### config.mk
export PLATFORM = sky130hd
export DESIGN_NAME = cpu_req_frontend_flat
export DESIGN_NICKNAME = d
export VERILOG_FILES = /design/src/rtl/ddr_ctrl_pkg.sv /design/src/rtl/cpu_req_frontend_if.sv /design/src/rtl/cpu_req_frontend_counter.sv /design/src/rtl/cpu_req_frontend.sv /design/src/flat_wrapper.sv
export SDC_FILE = /design/constraint.sdc
export NUM_CORES = 1
export LEC_CHECK = 0
export ABC_AREA = 1
export CAP_MARGIN = 25
export CORE_MARGIN = 5
export CORE_UTILIZATION = 25
export CTS_CLUSTER_SIZE = 16
export DETAILED_ROUTE_END_ITERATION = 16
export SLEW_MARGIN = 10
export SYNTH_ARGS = -nofsm -noshare
export SYNTH_HDL_FRONTEND = slang
export SYNTH_SLANG_ARGS = --single-unit
export TNS_END_PERCENT = 50
### constraint.sdc
create_clock -name i_cpu_ck -period 3.8 [get_ports i_cpu_ck]
set_clock_uncertainty 0.1 [all_clocks]
set_input_delay 0.76 -clock i_cpu_ck [delete_from_list [all_inputs] [get_ports i_cpu_ck]]
set_output_delay 0.76 -clock i_cpu_ck [all_outputs]
set_load 0.005 [all_outputs]
### src/rtl/ddr_ctrl_pkg.sv
// Shared types and constants for the DDR3 controller front end.
package ddr_ctrl_pkg;

    localparam int ADDR_W = 27;
    localparam int DATA_W = 64;
    localparam int ROW_W  = 14;
    localparam int BANK_W = 3;
    localparam int COL_W  = 10;

    localparam logic CMD_READ  = 1'b0;
    localparam logic CMD_WRITE = 1'b1;

    typedef enum logic [2:0] {
        INIT,
        IDLE,
        ISSUE,
        RD_WAIT,
        RESP
    } fe_state_t;

    typedef struct packed {
        logic              cmd;
        logic [ROW_W-1:0]  row;
        logic [BANK_W-1:0] bank;
        logic [COL_W-1:0]  col;
        logic [DATA_W-1:0] wdata;
    } req_t;

    // Flat address layout is {row, bank, col}, so decode is pure bit slicing.
    function automatic req_t decode_req(input logic cmd,
                                        input logic [ADDR_W-1:0] addr,
                                        input logic [DATA_W-1:0] wdata);
        req_t r;
        r.cmd   = cmd;
        r.row   = addr[ADDR_W-1 -: ROW_W];
        r.bank  = addr[COL_W +: BANK_W];
        r.col   = addr[COL_W-1:0];
        r.wdata = wdata;
        return r;
    endfunction

endpackage

### src/rtl/cpu_req_frontend_if.sv
// CPU-side and scheduler-side bus signals of the controller front end.
interface cpu_req_frontend_if;
    import ddr_ctrl_pkg::*;

    logic              i_cpu_cmd;
    logic              i_cpu_valid;
    logic [ADDR_W-1:0] i_cpu_addr;
    logic [DATA_W-1:0] i_cpu_wr_data;
    logic              o_cpu_data_rdy;
    logic              o_cpu_rd_data_valid;
    logic [DATA_W-1:0] o_cpu_rd_data;
    logic              i_init_done;
    logic              o_req_valid;
    logic              i_req_ready;
    logic              o_req_cmd;
    logic [ROW_W-1:0]  o_req_row;
    logic [BANK_W-1:0] o_req_bank;
    logic [COL_W-1:0]  o_req_col;
    logic [DATA_W-1:0] o_req_wdata;
    logic              i_rdata_valid;
    logic [DATA_W-1:0] i_rdata;
    logic              o_timeout;

    modport slave (
        input  i_cpu_cmd, i_cpu_valid, i_cpu_addr, i_cpu_wr_data,
        input  i_init_done, i_req_ready, i_rdata_valid, i_rdata,
        output o_cpu_data_rdy, o_cpu_rd_data_valid, o_cpu_rd_data,
        output o_req_valid, o_req_cmd, o_req_row, o_req_bank, o_req_col, o_req_wdata,
        output o_timeout
    );

    modport master (
        output i_cpu_cmd, i_cpu_valid, i_cpu_addr, i_cpu_wr_data,
        output i_init_done, i_req_ready, i_rdata_valid, i_rdata,
        input  o_cpu_data_rdy, o_cpu_rd_data_valid, o_cpu_rd_data,
        input  o_req_valid, o_req_cmd, o_req_row, o_req_bank, o_req_col, o_req_wdata,
        input  o_timeout
    );

endinterface

### src/rtl/cpu_req_frontend_counter.sv
// Saturating cycle counter; held at zero while disabled, done at MAX_COUNT-1.
module cpu_req_frontend_counter #(
    parameter int MAX_COUNT = 1024
) (
    input  logic clk,
    input  logic rst_n,
    input  logic en,
    output logic done
);

    localparam int CNT_W = (MAX_COUNT > 2) ? $clog2(MAX_COUNT) : 1;
    localparam logic [CNT_W-1:0] LAST = CNT_W'(MAX_COUNT - 1);

    logic [CNT_W-1:0] count;

    always_ff @(posedge clk or negedge rst_n) begin
        if (!rst_n) begin
            count <= '0;
        end else if (!en) begin
            count <= '0;
        end else if (count != LAST) begin
            count <= count + CNT_W'(1);
        end
    end

    assign done = en && (count == LAST);

endmodule

### src/rtl/cpu_req_frontend.sv
// CPU request front end: holds one request, hands it to the scheduler,
// returns read data and flags reads that never come back.
module cpu_req_frontend
    import ddr_ctrl_pkg::*;
#(
    parameter int RD_TIMEOUT = 1024
) (
    input logic                i_cpu_ck,
    input logic                i_cpu_reset_n,
    input logic                i_cpu_reset,
    cpu_req_frontend_if.slave  bus
);

    if (ROW_W + BANK_W + COL_W != ADDR_W) begin : g_width_check
        $error("cpu_req_frontend: row/bank/col widths do not sum to ADDR_W");
    end

    fe_state_t         state;
    fe_state_t         state_next;
    req_t              hold;
    logic [DATA_W-1:0] rd_data;
    logic              timeout;
    logic              timer_done;
    logic              rd_expired;

    cpu_req_frontend_counter #(
        .MAX_COUNT (RD_TIMEOUT)
    ) u_rd_timer (
        .clk   (i_cpu_ck),
        .rst_n (i_cpu_reset_n),
        .en    (state == RD_WAIT),
        .done  (timer_done)
    );

    // Returned data takes priority over an expiry landing in the same cycle.
    assign rd_expired = (state == RD_WAIT) && !bus.i_rdata_valid && timer_done;

    always_ff @(posedge i_cpu_ck or negedge i_cpu_reset_n) begin
        if (!i_cpu_reset_n) begin
            state <= INIT;
        end else begin
            state <= state_next;
        end
    end

    always_comb begin
        state_next = state;
        case (state)
            INIT:    if (bus.i_init_done) state_next = IDLE;
            IDLE:    if (bus.i_cpu_valid) state_next = ISSUE;
            ISSUE:   if (bus.i_req_ready) state_next = (hold.cmd == CMD_WRITE) ? IDLE : RD_WAIT;
            RD_WAIT: begin
                if (bus.i_rdata_valid) begin
                    state_next = RESP;
                end else if (timer_done) begin
                    state_next = IDLE;
                end
            end
            RESP:    state_next = IDLE;
            default: state_next = INIT;
        endcase
        if (i_cpu_reset) begin
            state_next = INIT;
        end
    end

    // Soft reset clears the request and error flag but leaves the last read data visible.
    always_ff @(posedge i_cpu_ck or negedge i_cpu_reset_n) begin
        if (!i_cpu_reset_n) begin
            hold    <= '0;
            rd_data <= '0;
            timeout <= 1'b0;
        end else if (i_cpu_reset) begin
            hold    <= '0;
            timeout <= 1'b0;
        end else begin
            if (state == IDLE && bus.i_cpu_valid) begin
                hold <= decode_req(bus.i_cpu_cmd, bus.i_cpu_addr, bus.i_cpu_wr_data);
            end
            if (state == RD_WAIT && bus.i_rdata_valid) begin
                rd_data <= bus.i_rdata;
            end
            if (rd_expired) begin
                timeout <= 1'b1;
            end
        end
    end

    assign bus.o_cpu_data_rdy      = (state == IDLE);
    assign bus.o_cpu_rd_data_valid = (state == RESP);
    assign bus.o_cpu_rd_data       = rd_data;
    assign bus.o_req_valid         = (state == ISSUE);
    assign bus.o_req_cmd           = hold.cmd;
    assign bus.o_req_row           = hold.row;
    assign bus.o_req_bank          = hold.bank;
    assign bus.o_req_col           = hold.col;
    assign bus.o_req_wdata         = hold.wdata;
    assign bus.o_timeout           = timeout;

endmodule

### src/flat_wrapper.sv
// flat-port wrapper written by rule: the top's interface ports become plain ports
module cpu_req_frontend_flat import ddr_ctrl_pkg::*;
#(
    parameter int RD_TIMEOUT = 1024
)
  (i_cpu_ck, i_cpu_reset_n, i_cpu_reset, bus_i_cpu_cmd, bus_i_cpu_valid, bus_i_cpu_addr, bus_i_cpu_wr_data, bus_i_init_done, bus_i_req_ready, bus_i_rdata_valid, bus_i_rdata, bus_o_cpu_data_rdy, bus_o_cpu_rd_data_valid, bus_o_cpu_rd_data, bus_o_req_valid, bus_o_req_cmd, bus_o_req_row, bus_o_req_bank, bus_o_req_col, bus_o_req_wdata, bus_o_timeout);
  cpu_req_frontend_if bus_i ();
  input logic i_cpu_ck;
  input logic i_cpu_reset_n;
  input logic i_cpu_reset;
  input wire logic [$bits(bus_i.i_cpu_cmd)-1:0] bus_i_cpu_cmd;
  input wire logic [$bits(bus_i.i_cpu_valid)-1:0] bus_i_cpu_valid;
  input wire logic [$bits(bus_i.i_cpu_addr)-1:0] bus_i_cpu_addr;
  input wire logic [$bits(bus_i.i_cpu_wr_data)-1:0] bus_i_cpu_wr_data;
  input wire logic [$bits(bus_i.i_init_done)-1:0] bus_i_init_done;
  input wire logic [$bits(bus_i.i_req_ready)-1:0] bus_i_req_ready;
  input wire logic [$bits(bus_i.i_rdata_valid)-1:0] bus_i_rdata_valid;
  input wire logic [$bits(bus_i.i_rdata)-1:0] bus_i_rdata;
  output wire logic [$bits(bus_i.o_cpu_data_rdy)-1:0] bus_o_cpu_data_rdy;
  output wire logic [$bits(bus_i.o_cpu_rd_data_valid)-1:0] bus_o_cpu_rd_data_valid;
  output wire logic [$bits(bus_i.o_cpu_rd_data)-1:0] bus_o_cpu_rd_data;
  output wire logic [$bits(bus_i.o_req_valid)-1:0] bus_o_req_valid;
  output wire logic [$bits(bus_i.o_req_cmd)-1:0] bus_o_req_cmd;
  output wire logic [$bits(bus_i.o_req_row)-1:0] bus_o_req_row;
  output wire logic [$bits(bus_i.o_req_bank)-1:0] bus_o_req_bank;
  output wire logic [$bits(bus_i.o_req_col)-1:0] bus_o_req_col;
  output wire logic [$bits(bus_i.o_req_wdata)-1:0] bus_o_req_wdata;
  output wire logic [$bits(bus_i.o_timeout)-1:0] bus_o_timeout;
  assign bus_i.i_cpu_cmd = bus_i_cpu_cmd;
  assign bus_i.i_cpu_valid = bus_i_cpu_valid;
  assign bus_i.i_cpu_addr = bus_i_cpu_addr;
  assign bus_i.i_cpu_wr_data = bus_i_cpu_wr_data;
  assign bus_i.i_init_done = bus_i_init_done;
  assign bus_i.i_req_ready = bus_i_req_ready;
  assign bus_i.i_rdata_valid = bus_i_rdata_valid;
  assign bus_i.i_rdata = bus_i_rdata;
  assign bus_o_cpu_data_rdy = bus_i.o_cpu_data_rdy;
  assign bus_o_cpu_rd_data_valid = bus_i.o_cpu_rd_data_valid;
  assign bus_o_cpu_rd_data = bus_i.o_cpu_rd_data;
  assign bus_o_req_valid = bus_i.o_req_valid;
  assign bus_o_req_cmd = bus_i.o_req_cmd;
  assign bus_o_req_row = bus_i.o_req_row;
  assign bus_o_req_bank = bus_i.o_req_bank;
  assign bus_o_req_col = bus_i.o_req_col;
  assign bus_o_req_wdata = bus_i.o_req_wdata;
  assign bus_o_timeout = bus_i.o_timeout;
  cpu_req_frontend #(.RD_TIMEOUT(RD_TIMEOUT)) u_core (.i_cpu_ck(i_cpu_ck), .i_cpu_reset_n(i_cpu_reset_n), .i_cpu_reset(i_cpu_reset), .bus(bus_i));
endmodule
**Word level (Yosys, flattened, before mapping)**

Index checks and enable logic that the tools add are counted.

- Register bits after elaboration: 170
- Input port bits: 163
- Output and inout bits: 160
- Logic and storage cells: 47

- Add/sub/neg operators: 1
- Eq/ne operators: 11
- Mux-type cells: 14
- Bitwise operators: 1
- Reductions and logical operators: 11

Operators with widths:

| operator | count |
|---|---|
| two-way mux 92 bit | 2 |
| two-way mux 10 bit | 2 |
| two-way mux 3 bit | 6 |
| case mux 3 bit (5 select lines) | 1 |
| adder 10 x 1 -> 10 bit, second input constant | 1 |
| equality test 10 bit, second input constant | 1 |
| != test 10 bit, second input constant | 1 |
| != test 3 bit, second input constant | 3 |
| equality test 3 x 2 -> 1 bit, second input constant | 2 |
| logical AND 1 bit | 5 |
| != test 4 x 3 -> 1 bit, second input constant | 1 |
| AND reduction 4 bit | 1 |
| nonzero test 2 bit | 2 |
| equality test 3 x 1 -> 1 bit, second input constant | 1 |
| equality test 3 bit, second input constant | 1 |
| logical NOT 3 bit | 1 |
| two-way mux 1 bit | 2 |
| two-way mux 2 bit | 1 |
| != test 2 x 1 -> 1 bit, second input constant | 1 |
| AND reduction 2 bit | 1 |
| logical NOT 1 bit | 1 |
| inverter 1 bit | 1 |

**Longest topological paths before layout**

Gate-level depths: netlist of the first run.

- Depth after elaboration: 6
- Gate-level depth with buffers: 9
- Depth with buffers taken out: 8

**Hierarchy**

A second synthesis of the first run with hierarchy kept.

- Cell total of the unflattened synthesis: 797
- Area total of the unflattened synthesis: 7129.3 µm²

By module, submodules not included:

| module | instances | cells an instance | area each (µm²) | seq. area each (µm²) |
|---|---|---|---|---|
| cpu_req_frontend | 1 | 722 | 6493.7 | 4003.8 |
| cpu_req_frontend_counter | 1 | 75 | 635.6 | 250.2 |

**Least setup slack after synthesis of the first run**

No wires, ideal clock.

- Path type: input-to-reg
- From: input port i_cpu_reset
- To: register u_core.hold, in the netlist u_core.bus.o_req_col[6]
- Setup time: 0.117 ns
- Arrival: 1.468 ns
- Data required time: 3.583 ns
- Setup slack: 2.115 ns
- Stages: 7
- Path buffers: 3
- Cells stage by stage: inv_1 > buf_2 > nand2_1 > buf_4 > buf_2 > nand3_1 > nand2_1

- Cells in the longest elaborated chain, start to end: 1
- Elaborated cells on any way between the ends: 2
- Classes of those cells: mux (1); reduce/logical (1)

RTL lines:

| item | line | source |
|---|---|---|
| start, declared | flat_wrapper.sv:10 | `input logic i_cpu_reset;` |
| two-way mux 92 bit / nonzero test 2 bit (equally long branches) | n/a |  |
| end signal, assigned | cpu_req_frontend.sv:78 | `hold <= decode_req(bus.i_cpu_cmd, bus.i_cpu_addr, bus.i_cpu_wr_data);` |
| end, declared | cpu_req_frontend.sv:20 | `req_t hold;` |

Several ways; a longest one is shown, not always the timed one.
A chain may end at the register's enable or synchronous reset.

**Worst setup path in the final report of the first run**

- From: register u_core.state[1]
- To: output port bus_o_cpu_rd_data_valid

- Cells in the longest elaborated chain, start to end: 1

RTL lines:

| item | line | source |
|---|---|---|
| start, declared | cpu_req_frontend.sv:18 | `fe_state_t state;` |
| start signal, assigned | cpu_req_frontend.sv:42 | `state <= state_next;` |
| equality test 3 bit | cpu_req_frontend.sv:90 | `assign bus.o_cpu_rd_data_valid = (state == RESP);` |
| end, declared | flat_wrapper.sv:20 | `output wire logic [$bits(bus_i.o_cpu_rd_data_valid)-1:0] bus_o_cpu_rd_data_valid;` |

Every way passes these cells.

==> results of run 1 <==
metal layers:
metal  up-vias  share of wire (%)  wire (um)  GRT usage, %
met5         -                  0          0             0
met4         0                2.3        550          5.06
met3        29                4.9       1180          3.37
met1      2988                 41       9860          18.2
met2       177                 52      12400          25.3
li1       3154                  -          -             -
final timing paths:
path	start	cells past startpoint	slack, ns	to
max in group asynchronous	i_cpu_reset_n	2	2.46	u_core.bus.o_req_wdata[23]
worst min-delay path	i_cpu_reset_n	1	0.21	u_core.bus.o_cpu_rd_data[16]
worst max-delay path	u_core.state[1]	4	1.03	bus_o_cpu_rd_data_valid
worst min register to register	u_core.bus.o_cpu_rd_data[29]	2	0.38	u_core.bus.o_cpu_rd_data[29]
min in group i_cpu_ck	u_core.bus.o_cpu_rd_data[29]	2	0.38	u_core.bus.o_cpu_rd_data[29]
worst max register to register	u_core.state[1]	7	1.82	u_core.bus.o_req_wdata[6]
critical path: stages, from the launching register on:
cell and delay [ns]:
dfrtp_1 0.45, nor2_1 0.19, inv_1 0.08, nor2_1 0.18, clkdlybuf4s50_1 0.60
power by group:
group / leakage, nW / total (mW) / switching (mW) / internal (mW)
Clock: 0.294 / 1.84 / 0.827 / 1.01
Sequential: 2.24 / 2.53 / 0.259 / 2.27
Combinational: 2.79 / 2.05 / 0.874 / 1.18
logic make-up (layout without fill, tap and decap cells):
kind of cell | count (synthesis) | in the layout | synth area share (%)
flops | 170 | 170 | 60.3
compound gates | 17 | 17 | 1.31
buf+inv | 74 | 380 | 5.44
simple gates | 530 | 530 | 32.5
xor+xnor | 2 | 2 | 0.248
other cells | 0 | 1 | 0
fa+ha+maj | 1 | 1 | 0.177
cell type report:
class	count	area, um^2	share of cell area [%]
flip-flops and latches	170	4250	38.1
repair buffers	330	3320	29.8
multi-input cells	550	2430	21.8
well taps	378	473	4.24
clock buffers	19	443	3.97
clock inverters	13	159	1.42
inverters	18	72.6	0.651
diodes	1	2.50	0.0224
synthesized netlist by cell type:
master | instances | share of area [%]
a31o_2 | 1 | 0.12
a31oi_1 | 3 | 0.27
o21ai_0 | 7 | 0.50
nor2_2 | 1 | 0.089
nand3_1 | 195 | 14
nand2_2 | 11 | 0.98
buf_6 | 5 | 0.80
inv_2 | 6 | 0.32
clkbuf_1 | 8 | 0.43
nand4_1 | 2 | 0.18
a21oi_1 | 6 | 0.43
inv_1 | 12 | 0.64
nand3_2 | 4 | 0.57
buf_4 | 2 | 0.21
nand2_1 | 302 | 16
buf_8 | 1 | 0.21
dfrtp_1 | 170 | 60
buf_2 | 40 | 2.8
ha_1 | 1 | 0.18
nor2_1 | 14 | 0.74
nor3_1 | 1 | 0.071
xor2_1 | 2 | 0.25
sequential cells by signal (all words and copies together) (netlist names):
name and flops:
u_core.bus.o_cpu_rd_data 64, u_core.bus.o_req_bank 3, u_core.bus.o_req_cmd 1, u_core.bus.o_req_col 10, u_core.bus.o_req_row 14, u_core.bus.o_req_wdata 64
u_core.bus.o_timeout 1, u_core.state 3, u_core.u_rd_timer.count 10
==> summary.md, run 1 <==
| Metric | Value |
|---|---|
| Number of global-route vias before repair | `~6300` |
| # port buffers | `322` |
| First-pass GRT wire length | `roughly 37 mm` |
| Synth Warn # | `0` |
| Fin nets | `roughly 1300` |
| Post-synth cell types | `22` |
| Critical path capture point type | `output port` |
| Htree depth | `4` |
| Slew headroom | `between 30% and 40%` |
| Total clock sinks | `170` |
| Number of routed nets with antenna violations | `0` |
| # IOs | `323` |
| Maxcap violations | `0` |
| Sequential area share after synthesis | `60.3%` |
| Largest net degree at the start of global routing | `190` |
| Area Growth Syn to Fin | `58.1%` |
| Minimum clock period | `roughly 2.8 ns` |
| Dpl cells | `approximately 1400` |
| Max Slew Vio Count | `0` |
| Mapped cell area | `0.00706 mm^2` |
| Wire per inst | `between 15 and 20 um` |
| Part of the cycle the worst path needs | `between 70 and 80%` |
| Die Area | `approximately 0.032 mm^2` |
| Vias per cell | `4.29` |
| Crit Path Category | `reg2out` |
| Status | `completed` |
| Synth Register Bits | `170` |
| Reg clk slew, reported paths | `0.08 ns` |
| Most frequent cells in the layout | `321 x clkdlybuf4s50_1, 301 x nand2_1, 195 x nand3_1` |
| CTS tree | `done` |
| Routability congestion estimate | `approximately 0.8` |
| Num CTS Buffers | `17` |
| Cell area after placement | `0.0106 mm^2` |
| Die width | `~180 um` |
| Power density over the cells | `approximately 580 mW/mm^2` |
| HP Class | `in2async` |
| Final hold violations | `0` |
| Hold_buf cts | `0` |
| Final Hold Slack | `roughly 0.21 ns` |
| RSZ-0062 raised after global routing | `false` |
| Num rows | `61` |
| Core area | `~0.028 mm^2` |
| Drt total wl | `around 24 mm` |
| Fill count | `2734` |
| Iteration-0 DRC Markers | `~520` |
| Critical Path RT | `between 2 and 3 ns` |
| GRT overflow | `0` |
| Clock Tree Root | `clkbuf_16` |
| Final total power | `6.42 mW` |
| DP HPWL | `around 16 mm` |
| Crit start category | `flop` |
| Post-CTS Repair Setup Buffers | `0` |
| Worst Tran Pin Value | `between 0.9 and 1 ns` |
| Die H | `about 180 um` |
| DRC violations left | `0` |
| Commonest non-fill, non-tap cell in the layout | `clkdlybuf4s50_1` |
| DR pass1 iterations | `6` |
| Via Count | `6348` |
| Initial antenna violation count | `0` |
| Endpoints failing setup | `0` |
| P_leak | `approximately 5.3 nW` |
| Fmax | `~0.36 GHz` |
| Layout Utilization | `40.0%` |
| Worst EP arrival | `~1.9 ns` |
| Syn_area_per_cell | `roughly 8.9 um^2` |
| Post-route setup slack | `roughly 1 ns` |
| CP Max Fanout | `6` |
| Final Cell Area | `roughly 0.011 mm^2` |
| CTS resizes | `0` |
| Starting Density | `around a quarter` |
| Post-Syn Instances | `between 700 and 800` |
| Setup TNS | `0 ns` |
| Final Non-Filler Cells | `approximately 1500` |
| Syn nets | `between 900 and 1000` |
| VDD IR-drop max | `~0.2 mV` |
| DP Worst Slack | `1.15 ns` |
| Clock tree buffer depth | `2` |
| Share of layout cells above drive strength 1 | `5.91%` |
| GRT Total Usage | `between 10% and 20%` |
| Clock latency on the worst-skew pair | `between 0.4 and 0.5 ns` |
Power figures use the tool's default switching activity.
==> run 2, diff against run 1 <==
- clock period: 3.8 -> 2.7 ns (I/O delays scaled with it)
==> summary.md, run 2 (same netlist as run 1, synthesis figures left out) <==
| Metric | Value |
|---|---|
| # IOs | `~320` |
| Comb power frac | `32.3%` |
| Clock Tree Root | `clkbuf_16` |
| Reg clk slew, reported paths | `0.07 ns` |
| Iteration-0 DRC Markers | `about 460` |
| DR pass1 iterations | `4` |
| Crit start category | `flop` |
| Critical path's slowest cell | `clkdlybuf4s50_1` |
| Dpl cells | `between 1000 and 1500` |
| Cells along the critical path | `nor2_1 > nand2_1 > inv_1 > clkdlybuf4s50_1` |
| GRT overflow | `0` |
| Number of global-route vias before repair | `approximately 6400` |
| Fill count | `roughly 2800` |
| Starting Density | `around 25%` |
| Clock latency on the worst-skew pair | `between 0.4 and 0.5 ns` |
| Endpoints failing setup | `0` |
| RSZ-0062 raised after global routing | `false` |
| Delay-heaviest family, CP | `buffers and inverters` |
| Slew headroom | `between 50% and 60%` |
| Maxcap violations | `0` |
| Clock tree buffer depth | `2` |
| Htree depth | `4` |
| Setup TNS | `0 ns` |
| Critical Path RT | `just over 2 ns` |
| Most frequent cells in the layout | `321 x clkdlybuf4s50_1, 301 x nand2_1, 195 x nand3_1` |
| HP Class | `reg2reg` |
| Final Non-Filler Cells | `between 1000 and 1500` |
| Sequential share of power | `39.3%` |
| Critical path capture point type | `output port` |
| Routability congestion estimate | `0.758` |
| Die Area | `~0.032 mm^2` |
| CP Max Fanout | `4` |
| Drt total wl | `around 24 mm` |
| DP HPWL | `between 15 and 20 mm` |
| Die H | `around 180 um` |
| Slowest cell delay on critical path | `between 0.5 and 0.6 ns` |
| Number of routed nets with antenna violations | `0` |
| Core area | `roughly 0.028 mm^2` |
| Part of the cycle the worst path needs | `89.6%` |
| DRC violations left | `0` |
| GRT Total Usage | `roughly 15%` |
| Clock power frac | `between 20 and 30%` |
| Commonest non-fill, non-tap cell in the layout | `clkdlybuf4s50_1` |
| Power density over the cells | `810 mW/mm^2` |
| Worst Tran Pin Value | `0.746 ns` |
| Crit Path Category | `reg2out` |
| Share of layout cells above drive strength 1 | `roughly 6%` |
| First-pass GRT wire length | `37.4 mm` |
| Num CTS Buffers | `17` |
| VDD IR-drop max | `0.315 mV` |
| Sw frac | `between 30% and 40%` |
| P_leak | `roughly 5.3 nW` |
| Die width | `178 um` |
| # port buffers | `between 300 and 400` |
| Max Slew Vio Count | `0` |
| Total clock sinks | `between 150 and 200` |
| Wire per inst | `around 16 um` |
| Largest net degree at the start of global routing | `roughly 140` |
| Minimum clock period | `roughly 2.4 ns` |
| CTS resizes | `0` |
| Initial antenna violation count | `1` |
| Final hold violations | `0` |
| CTS tree | `done` |
| Fmax | `approximately 0.41 GHz` |
| Num rows | `61` |
| Psw | `2.73 mW` |
| Status | `completed` |
| Worst EP arrival | `about 1.8 ns` |
| Fin nets | `about 1300` |
| Post-CTS Repair Setup Buffers | `0` |
| Vias per cell | `roughly 4.3` |
| Cell Int Power | `between 6 and 7 mW` |
| Area Growth Syn to Fin | `58.9%` |
| Via Count | `between 6000 and 7000` |
| Buf/Inv on CP | `2` |
[run 2: cell count changes in the layout (fill, tap and decap cells not counted), sizes merged]
cell	delta
buf	+3
clkinv	-2
clkinvlp	+2
inv	-2
bufinv	+1
dlygate4sd3	+1
[run 2: worst reg2reg max path, delay by kind of cell, from the launching register on]
kind	cells	cell delay [ns]
buffers and inverters	4	0.98
DFF	1	0.42
and+or+nand+nor	4	0.47
[run 2: area by class of cell]
| class | instances | area, um^2 | area share (%) |
|---|---|---|---|
| sequential | 170 | 4250 | 37.9 |
| timing repair buffer | 334 | 3380 | 30.1 |
| tap | 378 | 473 | 4.22 |
| antenna | 1 | 2.50 | 0.0223 |
| clock inverter | 12 | 166 | 1.48 |
| clock buffer | 19 | 433 | 3.86 |
| multi-input combinational | 550 | 2430 | 21.7 |
| inverter | 18 | 72.6 | 0.647 |
[run 2: stage by stage]
step                      cell area (um^2)  hold WS [ns]  utilization, %  total power, mW  worst slack [ns]
after floorplan                       7060         0.144               -             4.58              1.23
after global placement               10600         0.362            38.0             6.56             0.338
after detailed placement             10600         0.363            38.0             6.59             0.289
after CTS                            11200         0.382            40.2             9.24             0.234
after global routing                 11200         0.395            40.2             9.64             0.147
final                                11200         0.377            40.2             9.08             0.282
[run 2: path summary, 6_finish.rpt]
path                                               from                      endpoint  slack, ns  cells after the start
max in group asynchronous                 i_cpu_reset_n    u_core.bus.o_req_wdata[23]       1.21                      3
hold reg to reg            u_core.bus.o_cpu_rd_data[12]  u_core.bus.o_cpu_rd_data[12]       0.38                      2
hold / removal             u_core.bus.o_cpu_rd_data[12]  u_core.bus.o_cpu_rd_data[12]       0.38                      2
setup / recovery                        u_core.state[2]               bus_o_req_valid       0.28                      4
min in group asynchronous                 i_cpu_reset_n  u_core.bus.o_cpu_rd_data[27]       0.47                      2
setup reg to reg                        u_core.state[2]  u_core.bus.o_cpu_rd_data[33]       0.65                      8
[run 2: metal layers]
metal | part of all wire, % | GRT usage [%]
met2 | 51 | 25.6
met1 | 41 | 18.6
met3 | 4.5 | 3.54
met4 | 3.6 | 6.06
met5 | 0 | 0
[run 2: power groups by stage]
stage | Sequential, mW | Combinational, mW | Clock [mW]
floorplan | 3.65 | 0.930 | 0
finish | 3.57 | 2.93 | 2.59
global route | 3.66 | 3.21 | 2.77
detailed placement | 3.60 | 3.00 | 0
CTS | 3.57 | 3.01 | 2.67
global placement | 3.59 | 2.96 | 0
[run 2: what timing repair did]
action | CTS | global route
endpoints found under the setup margin | 0 | 0
endpoints found under the hold margin | 30 | 0
hold buffers | 1 | 0
==> run 3, diff against run 2 <==
- TNS_END_PERCENT: 50 -> 30
- clock period: 2.7 -> 2.8 ns (I/O delays scaled with it)
==> summary.md, run 3 (same netlist as run 1, synthesis figures left out) <==
| Metric | Value |
|---|---|
| Drt total wl | `23.9 mm` |
| Worst Tran Pin Value | `0.931 ns` |
| Clock tree buffer depth | `2` |
| # port buffers | `between 300 and 400` |
| Final hold violations | `0` |
| Post-CTS Repair Setup Buffers | `0` |
| P_leak | `between 5 and 6 nW` |
| Cells along the critical path | `nor2_1 > inv_1 > nor2_1 > clkdlybuf4s50_1` |
| Slew headroom | `37.9%` |
| Worst EP arrival | `around 1.8 ns` |
| Setup TNS | `0 ns` |
| Starting Density | `25.3%` |
| Reg clk slew, reported paths | `about 0.08 ns` |
| CP Max Fanout | `6` |
| Fin nets | `roughly 1300` |
| Die H | `about 180 um` |
| VDD IR-drop max | `~0.34 mV` |
| Initial antenna violation count | `0` |
| CTS resizes | `0` |
| Multi-input gate area in the final layout | `roughly 0.0024 mm^2` |
| DP Worst Slack | `between 0.3 and 0.4 ns` |
| DRC violations left | `0` |
| Commonest non-fill, non-tap cell in the layout | `clkdlybuf4s50_1` |
| HP Class | `in2async` |
| DR pass1 iterations | `4` |
| Status | `completed` |
| # IOs | `about 320` |
| Die Area | `~0.032 mm^2` |
| GRT overflow | `0` |
| Vias per cell | `~4.3` |
| Max Slew Vio Count | `0` |
| Part of the cycle the worst path needs | `between 80% and 90%` |
| Core area | `between 0.02 and 0.03 mm^2` |
| Hold_buf cts | `0` |
| Number of routed nets with antenna violations | `0` |
| Crit path top cell by count | `nor2_1` |
| Largest net degree at the start of global routing | `190` |
| Fill count | `~2800` |
| Post-route setup slack | `approximately 0.37 ns` |
| Routability congestion estimate | `0.751` |
| Share of layout cells above drive strength 1 | `under 10%` |
| DP HPWL | `approximately 17 mm` |
| CTS tree | `done` |
| Die width | `~180 um` |
| Slowest cell delay on critical path | `0.55 ns` |
| Num CTS Buffers | `17` |
| GRT Total Usage | `14.8%` |
| First-pass GRT wire length | `~37 mm` |
| Number of global-route vias before repair | `6309` |
| Power density over the cells | `a little under 800 mW/mm^2` |
| Clock Tree Root | `clkbuf_16` |
| Minimum clock period | `~2.4 ns` |
| Crit start category | `flop` |
| Critical path's slowest cell | `clkdlybuf4s50_1` |
| Reg area | `0.00425 mm^2` |
| Num rows | `around 60` |
| RSZ-0062 raised after global routing | `false` |
| Iteration-0 DRC Markers | `399` |
| Crit Path Category | `reg2out` |
| Endpoints failing setup | `0` |
| Total clock sinks | `170` |
| Via Count | `6408` |
| Wire per inst | `16.1 um` |
| Critical path capture point type | `output port` |
| Area Growth Syn to Fin | `59.0%` |
| Clock latency on the worst-skew pair | `between 0.4 and 0.5 ns` |
| Fmax | `between 0.4 and 0.5 GHz` |
| Critical Path RT | `~2.1 ns` |
| Number of diodes | `0` |
| Most frequent cells in the layout | `321 x clkdlybuf4s50_1, 301 x nand2_1, 195 x nand3_1` |
| Maxcap violations | `0` |
| Htree depth | `4` |
## run 3: power by group
group	leakage (nW)	switching (mW)	total [mW]	internal (mW)
clock	0.271	1.10	2.44	1.34
combinational	2.83	1.19	2.82	1.62
sequential	2.24	0.366	3.45	3.09
total	5.33	2.66	8.71	6.05
## run 3: per-stage QoR
stage               total power [mW]  instances  utilization [%]  hold slack [ns]  area [um^2]
floorplan                       4.42        794                -            0.164         7060
global placement                6.33       1451             38.1            0.362        10600
detailed placement              6.37       1451             38.1            0.364        10600
CTS                             8.86       1483             40.3           0.0613        11200
global route                    9.20       1483             40.3           0.0833        11200
finish                          8.71       1483             40.3           0.0441        11200
## run 3: path summary, 6_finish.rpt
| path | end | from | depth (start not counted) | slack [ns] |
|---|---|---|---|---|
| worst min register to register | u_core.bus.o_cpu_rd_data[33] | u_core.bus.o_cpu_rd_data[33] | 2 | 0.38 |
| worst max-delay path | bus_o_cpu_rd_data_valid | u_core.state[1] | 4 | 0.37 |
| worst min-delay path | u_core.bus.o_cpu_rd_data[28] | i_cpu_reset_n | 1 | 0.04 |
| max in group asynchronous | u_core.bus.o_req_row[5] | i_cpu_reset_n | 2 | 1.75 |
| min in group i_cpu_ck | u_core.bus.o_cpu_rd_data[33] | u_core.bus.o_cpu_rd_data[33] | 2 | 0.38 |
| worst max register to register | u_core.bus.o_cpu_rd_data[38] | u_core.state[1] | 7 | 0.79 |
## run 3: area by class of cell
class,count,share of cell area [%]
timing repair buffer,335,30.3
multi-input combinational,550,21.7
clock inverter,14,1.44
clock buffer,18,3.83
tap,378,4.22
sequential,170,37.9
inverter,18,0.647
## run 3: critical path, delay by kind of cell, from the launching register on
family	cells	cell delay (ns)
buf+inv	2	0.63
flops	1	0.46
simple gates	2	0.26
## run 3: layer usage
metal / global-route usage, % / wire [um] / vias to the layer above
li1: - / - / 3166
met1: 18.8 / 9910 / 3072
met2: 25.3 / 12500 / 144
met3: 3.20 / 1060 / 26
met4: 4.48 / 501 / 0
met5: 0 / 0 / -
